<file path="src/rtl/cpu_pkg.sv">
// Shared types and constants for the 8-bit processor core.
// Field positions, opcode encodings and fetch-stage control bundles.
package cpu_pkg;

  localparam int INSTR_W = 16;

  localparam int OPC_HI  = 15;
  localparam int OPC_LO  = 12;
  localparam int FUNC_HI = 2;
  localparam int FUNC_LO = 0;

  localparam logic [3:0] OP_RTYPE = 4'b0000;
  localparam logic [3:0] OP_ADDI  = 4'b0100;
  localparam logic [3:0] OP_LW    = 4'b1011;
  localparam logic [3:0] OP_SW    = 4'b1111;
  localparam logic [3:0] OP_CMP   = 4'b1000;
  localparam logic [3:0] OP_J     = 4'b0010;

  typedef enum logic [1:0] {
    IDLE,
    REQ,
    HOLD,
    HALTED
  } fetch_state_t;

  typedef struct packed {
    logic load;
    logic take;
    logic inc;
    logic arm;
    logic disarm;
  } pc_ctl_t;

endpackage

</file>
<file path="src/rtl/fetch_pc.sv">
// Fetch program counter with increment, redirect load
// and a parked squash target for redirects during a pending fetch.
module fetch_pc
  import cpu_pkg::*;
#(
  parameter int          PC_W     = 8,
  parameter int unsigned RESET_PC = 0
) (
  input  logic            clk,
  input  logic            rst_n,
  input  pc_ctl_t         ctl,
  input  logic [PC_W-1:0] redirect_pc,
  output logic [PC_W-1:0] pc,
  output logic            squash
);

  logic [PC_W-1:0] tgt;
  logic [PC_W-1:0] pc_d;

  // load/take/inc are mutually exclusive by construction
  always_comb begin
    pc_d = pc;
    unique case (1'b1)
      ctl.load: pc_d = redirect_pc;
      ctl.take: pc_d = tgt;
      ctl.inc:  pc_d = pc + PC_W'(1);
      default:  pc_d = pc;
    endcase
  end

  always_ff @(posedge clk or negedge rst_n) begin
    if (!rst_n) begin
      pc <= PC_W'(RESET_PC);
    end else begin
      pc <= pc_d;
    end
  end

  always_ff @(posedge clk or negedge rst_n) begin
    if (!rst_n) begin
      tgt    <= '0;
      squash <= 1'b0;
    end else if (ctl.arm) begin
      tgt    <= redirect_pc;
      squash <= 1'b1;
    end else if (ctl.disarm) begin
      squash <= 1'b0;
    end
  end

endmodule

</file>
<file path="src/rtl/fetch_unit.sv">
// Instruction fetch stage: PC, imem req/ack port, IR and
// valid/ready handoff to decode with redirect squashing.
module fetch_unit
  import cpu_pkg::*;
#(
  parameter int          PC_W     = 8,
  parameter int          INSTR_W  = cpu_pkg::INSTR_W,
  parameter int unsigned RESET_PC = 0
) (
  input  logic               clk,
  input  logic               rst_n,
  output logic               imem_req,
  output logic [PC_W-1:0]    imem_addr,
  input  logic               imem_ack,
  input  logic [INSTR_W-1:0] imem_rdata,
  output logic               instr_valid,
  input  logic               instr_ready,
  output logic [INSTR_W-1:0] instr,
  output logic [3:0]         opcode,
  output logic [2:0]         func,
  output logic [PC_W-1:0]    instr_pc,
  input  logic               redirect_en,
  input  logic [PC_W-1:0]    redirect_pc,
  input  logic               halt
);

  fetch_state_t       state;
  fetch_state_t       nstate;
  pc_ctl_t            ctl;
  logic               ir_load;
  logic               squash;
  logic [PC_W-1:0]    pc;
  logic [INSTR_W-1:0] ir;

  fetch_pc #(
    .PC_W     (PC_W),
    .RESET_PC (RESET_PC)
  ) u_pc (
    .clk         (clk),
    .rst_n       (rst_n),
    .ctl         (ctl),
    .redirect_pc (redirect_pc),
    .pc          (pc),
    .squash      (squash)
  );

  always_ff @(posedge clk or negedge rst_n) begin
    if (!rst_n) begin
      state <= IDLE;
    end else begin
      state <= nstate;
    end
  end

  always_comb begin
    nstate      = state;
    ctl         = '0;
    ir_load     = 1'b0;
    imem_req    = 1'b0;
    instr_valid = 1'b0;
    unique case (state)
      IDLE: begin
        if (redirect_en) begin
          ctl.load = 1'b1;
          nstate   = REQ;
        end else begin
          nstate = halt ? HALTED : REQ;
        end
      end
      REQ: begin
        imem_req = 1'b1;
        if (imem_ack) begin
          ctl.disarm = 1'b1;
          if (redirect_en) begin
            ctl.load = 1'b1;
          end else if (squash) begin
            ctl.take = 1'b1;
          end else begin
            ctl.inc = 1'b1;
            ir_load = 1'b1;
            nstate  = HOLD;
          end
        end else if (redirect_en) begin
          // address must stay put until ack; park the target
          ctl.arm = 1'b1;
        end
      end
      HOLD: begin
        instr_valid = !redirect_en;
        if (redirect_en) begin
          ctl.load = 1'b1;
          nstate   = REQ;
        end else if (instr_ready) begin
          nstate = halt ? HALTED : REQ;
        end
      end
      HALTED: begin
        if (redirect_en) begin
          ctl.load = 1'b1;
          nstate   = REQ;
        end
      end
      default: nstate = IDLE;
    endcase
  end

  always_ff @(posedge clk or negedge rst_n) begin
    if (!rst_n) begin
      ir       <= '0;
      instr_pc <= '0;
    end else if (ir_load) begin
      ir       <= imem_rdata;
      instr_pc <= pc;
    end
  end

  assign imem_addr = pc;
  assign instr     = ir;
  assign opcode    = ir[OPC_HI:OPC_LO];
  assign func      = ir[FUNC_HI:FUNC_LO];

endmodule

</file>
<file path="config.mk">
export PLATFORM = sky130hd
export DESIGN_NAME = fetch_unit
export DESIGN_NICKNAME = d
export VERILOG_FILES = /design/src/rtl/cpu_pkg.sv /design/src/rtl/fetch_pc.sv /design/src/rtl/fetch_unit.sv
export SDC_FILE = /design/constraint.sdc
export NUM_CORES = 1
export LEC_CHECK = 0
export CAP_MARGIN = 20
export CORE_UTILIZATION = 48
export DETAILED_ROUTE_END_ITERATION = 8
export PLACE_DENSITY = 0.94
export SETUP_SLACK_MARGIN = 0.15
export SLEW_MARGIN = 40
export SYNTH_ARGS = -nofsm -noshare
export SYNTH_HDL_FRONTEND = slang
export SYNTH_SLANG_ARGS = --single-unit
</file>
<file path="constraint.sdc">
create_clock -name clk -period 2.51 [get_ports clk]
set_input_delay 0.753 -clock clk [delete_from_list [all_inputs] [get_ports clk]]
set_output_delay 0.753 -clock clk [all_outputs]
set_load 0.02 [all_outputs]
</file>
* Word-level counts from Yosys, hierarchy flattened
Cells that the tools add are included.
Word-level totals: register bits 43, input port bits 30, output and inout port bits 41, logic and storage cells 47
Operators by class: add/subtract/negate cells 1, equal/unequal tests 8, mux-type cells 26, reductions and logical operators 6
Operators with widths (number):
- 8-bit one-hot mux with 3 select lines | 1
- 2-bit 2-to-1 mux | 9
- 1-bit 2-to-1 mux | 12
- 8-bit by 1-bit adder with 8-bit output (second input constant) | 1
- 2-bit != test (second input constant) | 4
- 2-bit one-hot mux with 4 select lines | 1
- 5-bit AND reduction | 1
- 2-bit equality test (second input constant) | 2
- 4-bit 2-to-1 mux | 1
- 3-bit 2-to-1 mux | 1
- 3-bit != test (second input constant) | 1
- 3-bit nonzero test | 1
- 3-bit OR reduction | 1
- 2-bit by 1-bit equality test with 1-bit output (second input constant) | 1
- 2-bit logical NOT | 1
- 1-bit one-hot mux with 2 select lines | 1
- 2-bit nonzero test | 1
- 1-bit logical NOT | 1

* Depth between registers and ports, before layout
Gate-level depths: netlist of the first run.
depth in word-level cells 6, depth in mapped cells 8, mapped depth without buffers 5

* Modules after synthesis
Synthesis of the first run repeated with hierarchy kept, for this count alone.
Unflattened totals: cell total of the unflattened synthesis 164, area total of the unflattened synthesis 1995.7 um^2
Modules (own cells, without submodules):
- fetch_unit | times used 1, cells each 76, area an instance 1113.6 um^2, sequential area each 650.6 um^2
- fetch_pc | times used 1, cells each 88, area an instance 882.1 um^2, sequential area each 425.4 um^2

* Least setup slack after synthesis of the first run
No wires, ideal clock.
path kind in2out, from in redirect_en, to out instr_valid, arrival 1535 ps, required time 1757 ps, setup slack 222 ps, cell stages on the path 2, cells stage by stage clkbuf_1 > nor3b_1
On the way: word-level cells in the longest chain between the ends 2
Ends and longest elaborated chain:
- start: declaration | RTL line fetch_unit.sv:22 | input logic redirect_en,
- 1-bit logical NOT | RTL line fetch_unit.sv:89 | instr_valid = !redirect_en;
- 1-bit 2-to-1 mux | RTL line fetch_unit.sv:61 | unique case (state)
- end: declaration | RTL line fetch_unit.sv:16 | output logic instr_valid,
No other way between the ends.

* Worst setup path after layout of the first run
Same ends and word-level chain as after synthesis.

==> results of run 1 <==
## synthesized netlist by cell type, drive strengths merged (2+ instances only)
library cell	number
mux2	9
buf	15
nor2	8
a32oi	2
mux2i	2
and3	3
a21oi	5
nor3b	2
nand3	3
clkbuf	3
a32o	2
o211ai	3
nand2	82
o21ai	9
inv	7
nand2b	3
dfrtp	43
## cells in the final DEF (no fill, tap or decap), drive strengths merged, types with 3 or more instances in the layout
cell type,n
nand2,82
clkdlybuf4s50,67
dfrtp,43
buf,11
mux2,9
o21ai,9
nor2,8
inv,7
clkbuf,6
a21oi,5
nand2b,3
and3,3
nand3,3
o211ai,3
## worst max-delay path: cells and delay by family
kind | cells | cell delay, ps
simple gates | 1 | 190
buf+inv | 2 | 600
## worst paths after layout
path,depth (start not counted),startpoint,end,slack (ps)
hold / removal,2,instr_pc[0],instr_pc[0],480
setup / recovery,3,redirect_en,instr_valid,220
min in group asynchronous,2,rst_n,instr[2],510
max in group asynchronous,2,rst_n,u_pc.tgt[3],1610
setup reg to reg,4,state[1],u_pc.tgt[7],810
hold reg to reg,2,instr_pc[0],instr_pc[0],480
## routing by layer
metal | global-route usage, % | vias up | wire [um]
li1 | - | 837 | -
met1 | 28.7 | 830 | 1930
met2 | 36.9 | 63 | 2430
met3 | 4.45 | 9 | 247
met4 | 8.24 | 0 | 97
met5 | 0 | - | 0
## cell families after synthesis
kind of cell             count (synthesis)
XOR/XNOR                                 1
AO/OA/AOI/OAI                           30
flip-flops                              43
AND/OR/NAND/NOR                        105
adder cells (fa/ha/maj)                  1
buffers and inverters                   25
multiplexers                            11
## where the power goes
group	switching (mW)	leakage, nW	internal [mW]
combinational	0.819	0.732	0.793
sequential	0.252	0.523	0.990
clock	0.235	0.0654	0.398
## flip-flops by register name, summed over array words and instances (netlist names)
register / flops
instr: 16
instr_pc: 8
state: 2
u_pc.pc: 8
u_pc.squash: 1
u_pc.tgt: 8
## final cells by class
cell class,count,area (sq um),share of cell area [%]
Clock buffer,6,72.6,2.53
Clock inverter,2,60.1,2.10
Inverter,7,26.3,0.917
Multi-Input combinational cell,148,803,28.0
Sequential cell,43,1080,37.6
Tap cell,50,62.6,2.18
Timing Repair Buffer,79,763,26.6
## metrics by stage
stage          power (mW)  instance area, sq um  setup TNS (ps)  hold slack (ps)  std cells
6_report             3.49                  2860               0              479        335
5_1_grt              3.69                  2860               0              510        335
4_1_cts              3.50                  2860               0              482        335
3_5_place_dp         2.86                  2730            -317              462        327
3_3_place_gp         2.79                  2730            -314              457        327
2_1_floorplan        2.14                  2030               0              457        216
## repair_timing
action                                  CTS  global route
gates resized for setup                   6             2
endpoints found under the setup margin    1             2
hold buffers                              0             0
pin swaps                                 0             1
hold endpoints to repair                  0             0
==> flow_metrics.py, run 1 <==
metrics = {
    "status": {
        "status": "complete, no violations",
    },
    "drt": {
        "drt_pass1_iterations": 4,
        "drc": 0,
        "postRouteAntennaNets": 0,
        "vias": 1739,
        "via_per_inst": 5.19,
        "drtIter0Drc": 115,
        "drt_wl_total_mm": 4.71,
        "wire_per_inst_um": 14.0,
    },
    "timing": {
        "hold_viol": 0,
        "rsz0062_at_grt": "no",
        "worstMarginPinSlew_ps": 608,
        "finClkSkew_ps": 15.7,
        "setup_violations": 0,
        "layout_min_cycle_time_ps": 2290,
        "post-route-period-util_pct": 91.4,
        "drv_slew": 0,
        "fmax_mhz": 436,
        "slew_headroom_pct": 58.3,
        "fin_ws_ps": 217,
    },
    "clock_network": {
        "htree_levels": 2,
        "clkSinkCount": 43,
        "worstSkewPairLatency_ps": 300,
        "cts_tree": "built",
        "root_buffer": "clkbuf_8",
        "clk_path_buf_depth": 2,
        "path_clk_slew_ps": 80,
        "cts_made_buffers": 5,
        "post-cts-setup-buffer-count": 0,
    },
    "synth": {
        "synthAdderAreaFrac_pct": 0.616,
        "synth_fp_nets": 247,
        "synthCells": 216,
        "syn_avg_cell_area_sq_um": 9.41,
        "post_synth_num_cell_types": 35,
        "synth_ff_type": "dfrtp_1",
        "synth_top_area_share_pct": 53.0,
        "synth.area.mux_share_pct": 5.97,
        "synth_area_leader_cell": "dfrtp_1",
        "synth-edff-count": 0,
        "yosys.area_share.xor_xnor_pct": 0.431,
        "syn_area_sq_um": 2030,
        "ys_warn_count": 0,
        "yosys.area_share.simple_pct": 22.4,
        "synthArstFlopShare_pct": 100,
        "synth_top_family_by_area": "simple AND/OR/NAND/NOR gates",
        "ys_top_cells_by_area": "dfrtp_1 53%, nand2_1 15%, mux2_2 5.0%",
        "synth_compound_area_share_pct": 9.85,
        "ys_seq_area_share_pct": 53.0,
        "synth_seq_cells": 43,
    },
    "die": {
        "die_y_um": 67.1,
        "start_util_pct": 50.4,
        "row_count": 23,
        "ios": 71,
        "dieArea_sq_um": 4500,
        "core_area_sq_um": 4030,
        "die_x_um": 67.1,
    },
    "global_routing": {
        "grt.total_usage_pct": 22.4,
        "grt.overflow.total": 0,
        "grt_start_max_net_pins": 44,
        "grt_pass1_vias": 1586,
        "grt_pass1_wl_mm": 7.38,
        "antenna_found_initial": 0,
    },
    "layout": {
        "final_core_util_pct": 71.1,
        "drive_above_1_share_pct": 11.6,
        "diodes": 0,
        "fillers": 293,
        "syn_to_final_growth_pct": 40.9,
        "fin_nets": 315,
    },
    "critical_path": {
        "required_ps": 1760,
        "critPathMaxFanout": 2,
        "slowest_stage": "clkdlybuf4s50_1",
        "cp-end-kind": "primary output",
        "crit_path_start_kind": "primary input",
        "worstPathCellList": "clkdlybuf4s50_1, nor3b_2, buf_4",
        "crit_arrival_ps": 1540,
        "cp_slowest_stage_delay_ps": 430,
        "path_class": "in -> out",
    },
    "job": {
        "maxCapViolations": 0,
    },
    "place": {
        "post-place-ws_ps": -317,
        "portBuffers": 70,
        "gp_congestion": 0.845,
        "dp_hpwl_mm": 3.44,
    },
    "pwr": {
        "power.density_nw_per_um2": 1220,
        "leakagePower_nw": 1.32,
        "max-vdd-ir-drop_uv": 599,
    },
    "hold_path": {
        "hold_path.class": "reg -> reg",
    },
}
(Power assumes the default switching activity.)
==> inputs of run 2 (changes only) <==
--- a/config.mk
+++ b/config.mk
@@ -6,9 +6,10 @@
 export NUM_CORES = 1
 export LEC_CHECK = 0
 export CAP_MARGIN = 20
-export CORE_UTILIZATION = 48
+export CORE_UTILIZATION = 40
+export CTS_CLUSTER_SIZE = 8
 export DETAILED_ROUTE_END_ITERATION = 8
-export PLACE_DENSITY = 0.94
+export PLACE_DENSITY = 0.85
 export SETUP_SLACK_MARGIN = 0.15
 export SLEW_MARGIN = 40
 export SYNTH_ARGS = -nofsm -noshare
==> constraint.sdc (replaced) <==
create_clock -name clk -period 2 [get_ports clk]
set_input_delay 0.6 -clock clk [delete_from_list [all_inputs] [get_ports clk]]
set_output_delay 0.6 -clock clk [all_outputs]
set_load 0.02 [all_outputs]
==> run 2 against run 1 <==
Clock power shrank 16%. Final area grew 0.70%. Setup slack gained 19 ps. Non-clock buffer count grew 9. Utilization shrank 11 points. Sequential power grew 21%. Largest power group unchanged. Via count grew 0.81%. Die area grew 19%. Clock skew shrank 10 ps.
==> flow_metrics.py, run 2 (synthesis gave the netlist of run 1 again) <==
metrics = {
    "place": {
        "placed_area_sq_um": 2830,
        "dp_cells": 353,
        "gp_congestion": 0.858,
        "portBuffers": 70,
        "dp_hpwl_mm": 3.43,
    },
    "critical_path": {
        "crit_arrival_ps": 1160,
        "required_ps": 1400,
        "path_class": "in -> out",
        "cp-end-kind": "primary output",
        "worstPathCellList": "clkdlybuf4s15_1, nor3b_2, buf_4",
        "rr_worst_depth": 5,
        "slowest_stage": "nor3b_2",
        "critPathMaxFanout": 2,
        "cp_slowest_stage_delay_ps": 210,
        "r2r_slack_ps": 450,
        "crit_path_start_kind": "primary input",
    },
    "timing": {
        "slew_headroom_pct": 64.8,
        "hold_viol": 0,
        "fmax_mhz": 567,
        "layout_min_cycle_time_ps": 1760,
        "rsz0062_at_grt": "no",
        "finClkSkew_ps": 5.71,
        "worstMarginPinSlew_ps": 529,
        "post-route-period-util_pct": 88.2,
        "drv_slew": 0,
        "setup_violations": 0,
    },
    "clock_network": {
        "post-cts-setup-buffer-count": 0,
        "clk_path_buf_depth": 2,
        "path_clk_slew_ps": 70,
        "clkSinkCount": 43,
        "worstSkewPairLatency_ps": 290,
        "cts_made_buffers": 5,
        "htree_levels": 2,
        "root_buffer": "clkbuf_8",
        "cts_tree": "built",
    },
    "global_routing": {
        "grt_pass1_wl_mm": 7.58,
        "grt_start_max_net_pins": 44,
        "antenna_found_initial": 0,
        "grt.overflow.total": 0,
        "grt_pass1_vias": 1652,
        "grt.total_usage_pct": 18.5,
    },
    "drt": {
        "drtIter0Drc": 130,
        "wire_per_inst_um": 12.8,
        "drc": 0,
        "drt_wl_total_mm": 4.63,
        "vias": 1753,
        "via_per_inst": 4.84,
        "postRouteAntennaNets": 0,
        "drt_pass1_iterations": 4,
    },
    "layout": {
        "syn_to_final_growth_pct": 41.9,
        "diodes": 0,
        "design_area_sq_um": 2880,
        "final_core_util_pct": 59.9,
        "drive_above_1_share_pct": 14.2,
        "final_common_cell": "nand2_1",
        "mostFrequentLayoutCells": "82 x nand2_1, 43 x dfrtp_1, 35 x dlygate4sd2_1, 27 x clkdlybuf4s50_1, 17 x buf_4",
        "fin_cells": 362,
        "largest_reg_flops": 16,
        "fin_nets": 325,
    },
    "die": {
        "ios": 71,
        "start_util_pct": 42.2,
        "row_count": 25,
        "dieArea_sq_um": 5370,
        "core_area_sq_um": 4820,
        "die_y_um": 73.3,
        "die_x_um": 73.3,
    },
    "pwr": {
        "total_power_mw": 3.92,
        "leakagePower_nw": 1.48,
        "max-vdd-ir-drop_uv": 604,
        "power.density_nw_per_um2": 1360,
    },
    "status": {
        "status": "complete, no violations",
    },
    "hold_path": {
        "hold_path.class": "in -> async",
    },
    "job": {
        "maxCapViolations": 0,
    },
}
-- run 2: layout make-up --
class / count / area [sq um]
Inverter: 7 / 26.3
Clock inverter: 1 / 5.00
Tap cell: 67 / 83.8
Sequential cell: 43 / 1080
Multi-Input combinational cell: 149 / 811
Fill cell: 445 / 1930
Timing Repair Buffer: 88 / 806
Clock buffer: 7 / 76.3
-- run 2: final timing paths --
| path | startpoint | endpoint |
|---|---|---|
| setup / recovery | redirect_en | instr_valid |
| hold / removal | rst_n | instr[1] |
| setup reg to reg | state[1] | u_pc.tgt[0] |
| hold reg to reg | instr[10] | instr[10] |
| max in group asynchronous | rst_n | instr[8] |
| min in group clk | instr[10] | instr[10] |
-- run 2: stage by stage --
step	worst slack, ps	hold slack (ps)	TNS [ps]
global placement	-467	457	-7610
CTS	154	379	0
finish	236	368	0
floorplan	227	304	0
global route	180	402	0
detailed placement	-473	461	-7940
-- run 2: power by group --
| group | internal [mW] | switching, mW |
|---|---|---|
| combinational | 0.816 | 1.07 |
| sequential | 1.24 | 0.260 |
| clock | 0.245 | 0.285 |
| total | 2.30 | 1.62 |
-- run 2: what timing repair did --
| action | 4_1_cts | 5_1_grt |
|---|---|---|
| pin swaps | 1 | 1 |
| resized for setup | 46 | 5 |
| cloned | 1 | 0 |
| hold buffers | 0 | 0 |
| setup endpoints to repair | 63 | 5 |
-- run 2: critical path, delay by kind of cell --
| family | cells | cell delay (ps) |
|---|---|---|
| buffers and inverters | 2 | 360 |
| AND/OR/NAND/NOR | 1 | 210 |
-- run 2: metal layers --
| metal | part of all wire (%) | track usage (%) |
|---|---|---|
| met3 | 4.8 | 4.53 |
| met2 | 49 | 29.6 |
| met4 | 2.2 | 6.10 |
| met5 | 0 | 0 |
| met1 | 44 | 24.6 |
==> inputs of run 3 (changes only) <==
--- a/config.mk
+++ b/config.mk
@@ -10,7 +10,6 @@
 export CTS_CLUSTER_SIZE = 8
 export DETAILED_ROUTE_END_ITERATION = 8
 export PLACE_DENSITY = 0.85
-export SETUP_SLACK_MARGIN = 0.15
 export SLEW_MARGIN = 40
 export SYNTH_ARGS = -nofsm -noshare
 export SYNTH_HDL_FRONTEND = slang
==> run 3 against run 2 <==
First-iteration DRC count shrank 28%. Combinational power grew 12%. Clock skew is 1.4 ps lower. Worst hold slack worse by 110 ps. Sequential power is essentially flat. Critical endpoint is now imem_addr[4]. Die area is the same. Critical path depth shrank 2.
==> flow_metrics.py, run 3 (synthesis gave the netlist of run 1 again) <==
metrics = {
    "timing": {
        "finClkSkew_ps": 4.32,
        "fin_hold_ws_ps": 260,
        "layout_min_cycle_time_ps": 1940,
        "worstMarginPinSlew_ps": 479,
        "slew_headroom_pct": 68.0,
        "hold_viol": 0,
        "drv_slew": 0,
        "rsz0062_at_grt": "no",
        "setup_violations": 0,
        "post-route-period-util_pct": 97.2,
        "fmax_mhz": 514,
    },
    "clock_network": {
        "cts_made_buffers": 5,
        "clk_path_buf_depth": 2,
        "root_buffer": "clkbuf_8",
        "cts_tree": "built",
        "htree_levels": 2,
        "worstSkewPairLatency_ps": 290,
        "clkSinkCount": 43,
        "path_clk_slew_ps": 80,
    },
    "pwr": {
        "leakagePower_nw": 1.38,
        "pwr-share-clk_pct": 15.0,
        "max-vdd-ir-drop_uv": 574,
        "p_sw_share_pct": 37.7,
        "p_comb_share_pct": 49.5,
        "power.density_nw_per_um2": 1440,
        "power_switching_mw": 1.61,
        "intPower_mw": 2.66,
        "p_seq_share_pct": 35.4,
    },
    "layout": {
        "final_common_cell": "nand2_1",
        "fillers": 398,
        "drive_above_1_share_pct": 14.4,
        "syn_to_final_growth_pct": 45.3,
        "register_area_sq_um": 1080,
        "multiInputGateArea_sq_um": 812,
        "final_core_util_pct": 61.3,
        "fin_cells": 359,
        "mostFrequentLayoutCells": "82 x nand2_1, 64 x clkdlybuf4s50_1, 43 x dfrtp_1, 16 x buf_4",
        "fin_nets": 323,
        "largest_reg_flops": 16,
        "diodes": 0,
    },
    "place": {
        "portBuffers": 70,
        "dp_cells": 351,
        "gp_congestion": 0.848,
        "dp_hpwl_mm": 3.42,
    },
    "global_routing": {
        "use_met3_pct": 3.70,
        "grt_util_met1_pct": 25.6,
        "antenna_found_initial": 0,
        "grt_pass1_vias": 1568,
        "grt_start_max_net_pins": 24,
        "grt.overflow.total": 0,
        "grt_use_met2_pct": 27.8,
        "top_usage_layer": "met2",
        "grt.total_usage_pct": 18.0,
        "grt_pass1_wl_mm": 7.38,
    },
    "die": {
        "row_count": 25,
        "dieArea_sq_um": 5370,
        "ios": 71,
        "core_area_sq_um": 4820,
        "start_util_pct": 42.2,
        "die_x_um": 73.3,
        "die_y_um": 73.3,
    },
    "critical_path": {
        "path_class": "reg -> out",
        "cp-end-kind": "primary output",
        "cp_slowest_stage_delay_ps": 630,
        "crit_family": "buffers and inverters",
        "slowest_stage": "clkdlybuf4s50_1",
        "required_ps": 1400,
        "path_buf_inv": 1,
        "worstPathCellList": "clkdlybuf4s50_1",
        "cp.depth": 1,
        "crit_arrival_ps": 1340,
        "rr_worst_depth": 5,
        "crit_path_start_kind": "register",
        "critPathMaxFanout": 5,
    },
    "drt": {
        "drt_wl_total_mm": 4.53,
        "vias": 1733,
        "wire_per_inst_um": 12.6,
        "drtIter0Drc": 94,
        "drc": 0,
        "postRouteAntennaNets": 0,
        "via_per_inst": 4.83,
        "drt_pass1_iterations": 4,
    },
    "job": {
        "maxCapViolations": 0,
    },
    "status": {
        "status": "complete, no violations",
    },
    "hold_path": {
        "hold_path.class": "in -> async",
    },
}
run 3: changes by cell type in the layout (fill, tap and decap cells not counted), sizes merged:
cell | previous run | this run
clkdlybuf4s50 | 27 | 64
dlygate4sd2 | 35 | 1
clkinv | 1 | 0
clkbuf | 7 | 6
dlymetal6s2s | 4 | 3
clkdlybuf4s15 | 1 | 0
and2b | 2 | 1
bufinv | 0 | 1
buf | 21 | 19
run 3: final cells by class:
type,count,share of cell area [%]
Clock buffer,6,2.46
Timing Repair Buffer,87,28.9
Clock inverter,1,1.02
Multi-Input combinational cell,148,27.5
Inverter,7,0.890
Sequential cell,43,36.4
Tap cell,67,2.84
run 3: worst paths after layout:
check,from,endpoint,slack [ps]
worst max register to register,state[1],u_pc.tgt[1],400
min in group clk,instr[10],instr[10],480
worst min register to register,instr[10],instr[10],480
worst min-delay path,rst_n,instr[1],260
max in group asynchronous,rst_n,u_pc.pc[6],1250
worst max-delay path,u_pc.pc[4],imem_addr[4],60
run 3: power by group through the flow:
| stage | clock network [mW] | logic (mW) | registers, mW |
|---|---|---|---|
| 2_1_floorplan | 0 | 0.821 | 1.86 |
| 3_3_place_gp | 0 | 2.08 | 1.51 |
| 3_5_place_dp | 0 | 2.12 | 1.53 |
| 4_1_cts | 0.657 | 2.13 | 1.52 |
| 5_1_grt | 0.699 | 2.29 | 1.57 |
| 6_report | 0.642 | 2.11 | 1.51 |
run 3: layer usage:
layer / vias to the layer above / part of all wire (%)
li1: 853 / -
met1: 827 / 46
met2: 49 / 48
met3: 4 / 4.2
met4: 0 / 0.97
met5: - / 0
run 3: metrics by stage:
stage	power, mW	setup WS, ps	TNS [ps]	instance area, sq um
after floorplan	2.68	17.8	0	2030
after global placement	3.59	-524	-8530	2830
after detailed placement	3.65	-534	-8530	2830
after CTS	4.30	-1.39	-1.39	2930
after global routing	4.56	1.87	0	2950
final	4.27	55.2	0	2950
run 3: what timing repair did:
| item | in CTS | in global routing |
|---|---|---|
| gates resized for setup | 9 | 4 |
| cloned | 0 | 0 |
| hold endpoints to repair | 0 | 0 |
| setup endpoints to repair | 2 | 13 |
| pin swaps | 1 | 1 |
| hold buffers | 0 | 0 |
| setup buffers | 0 | 1 |
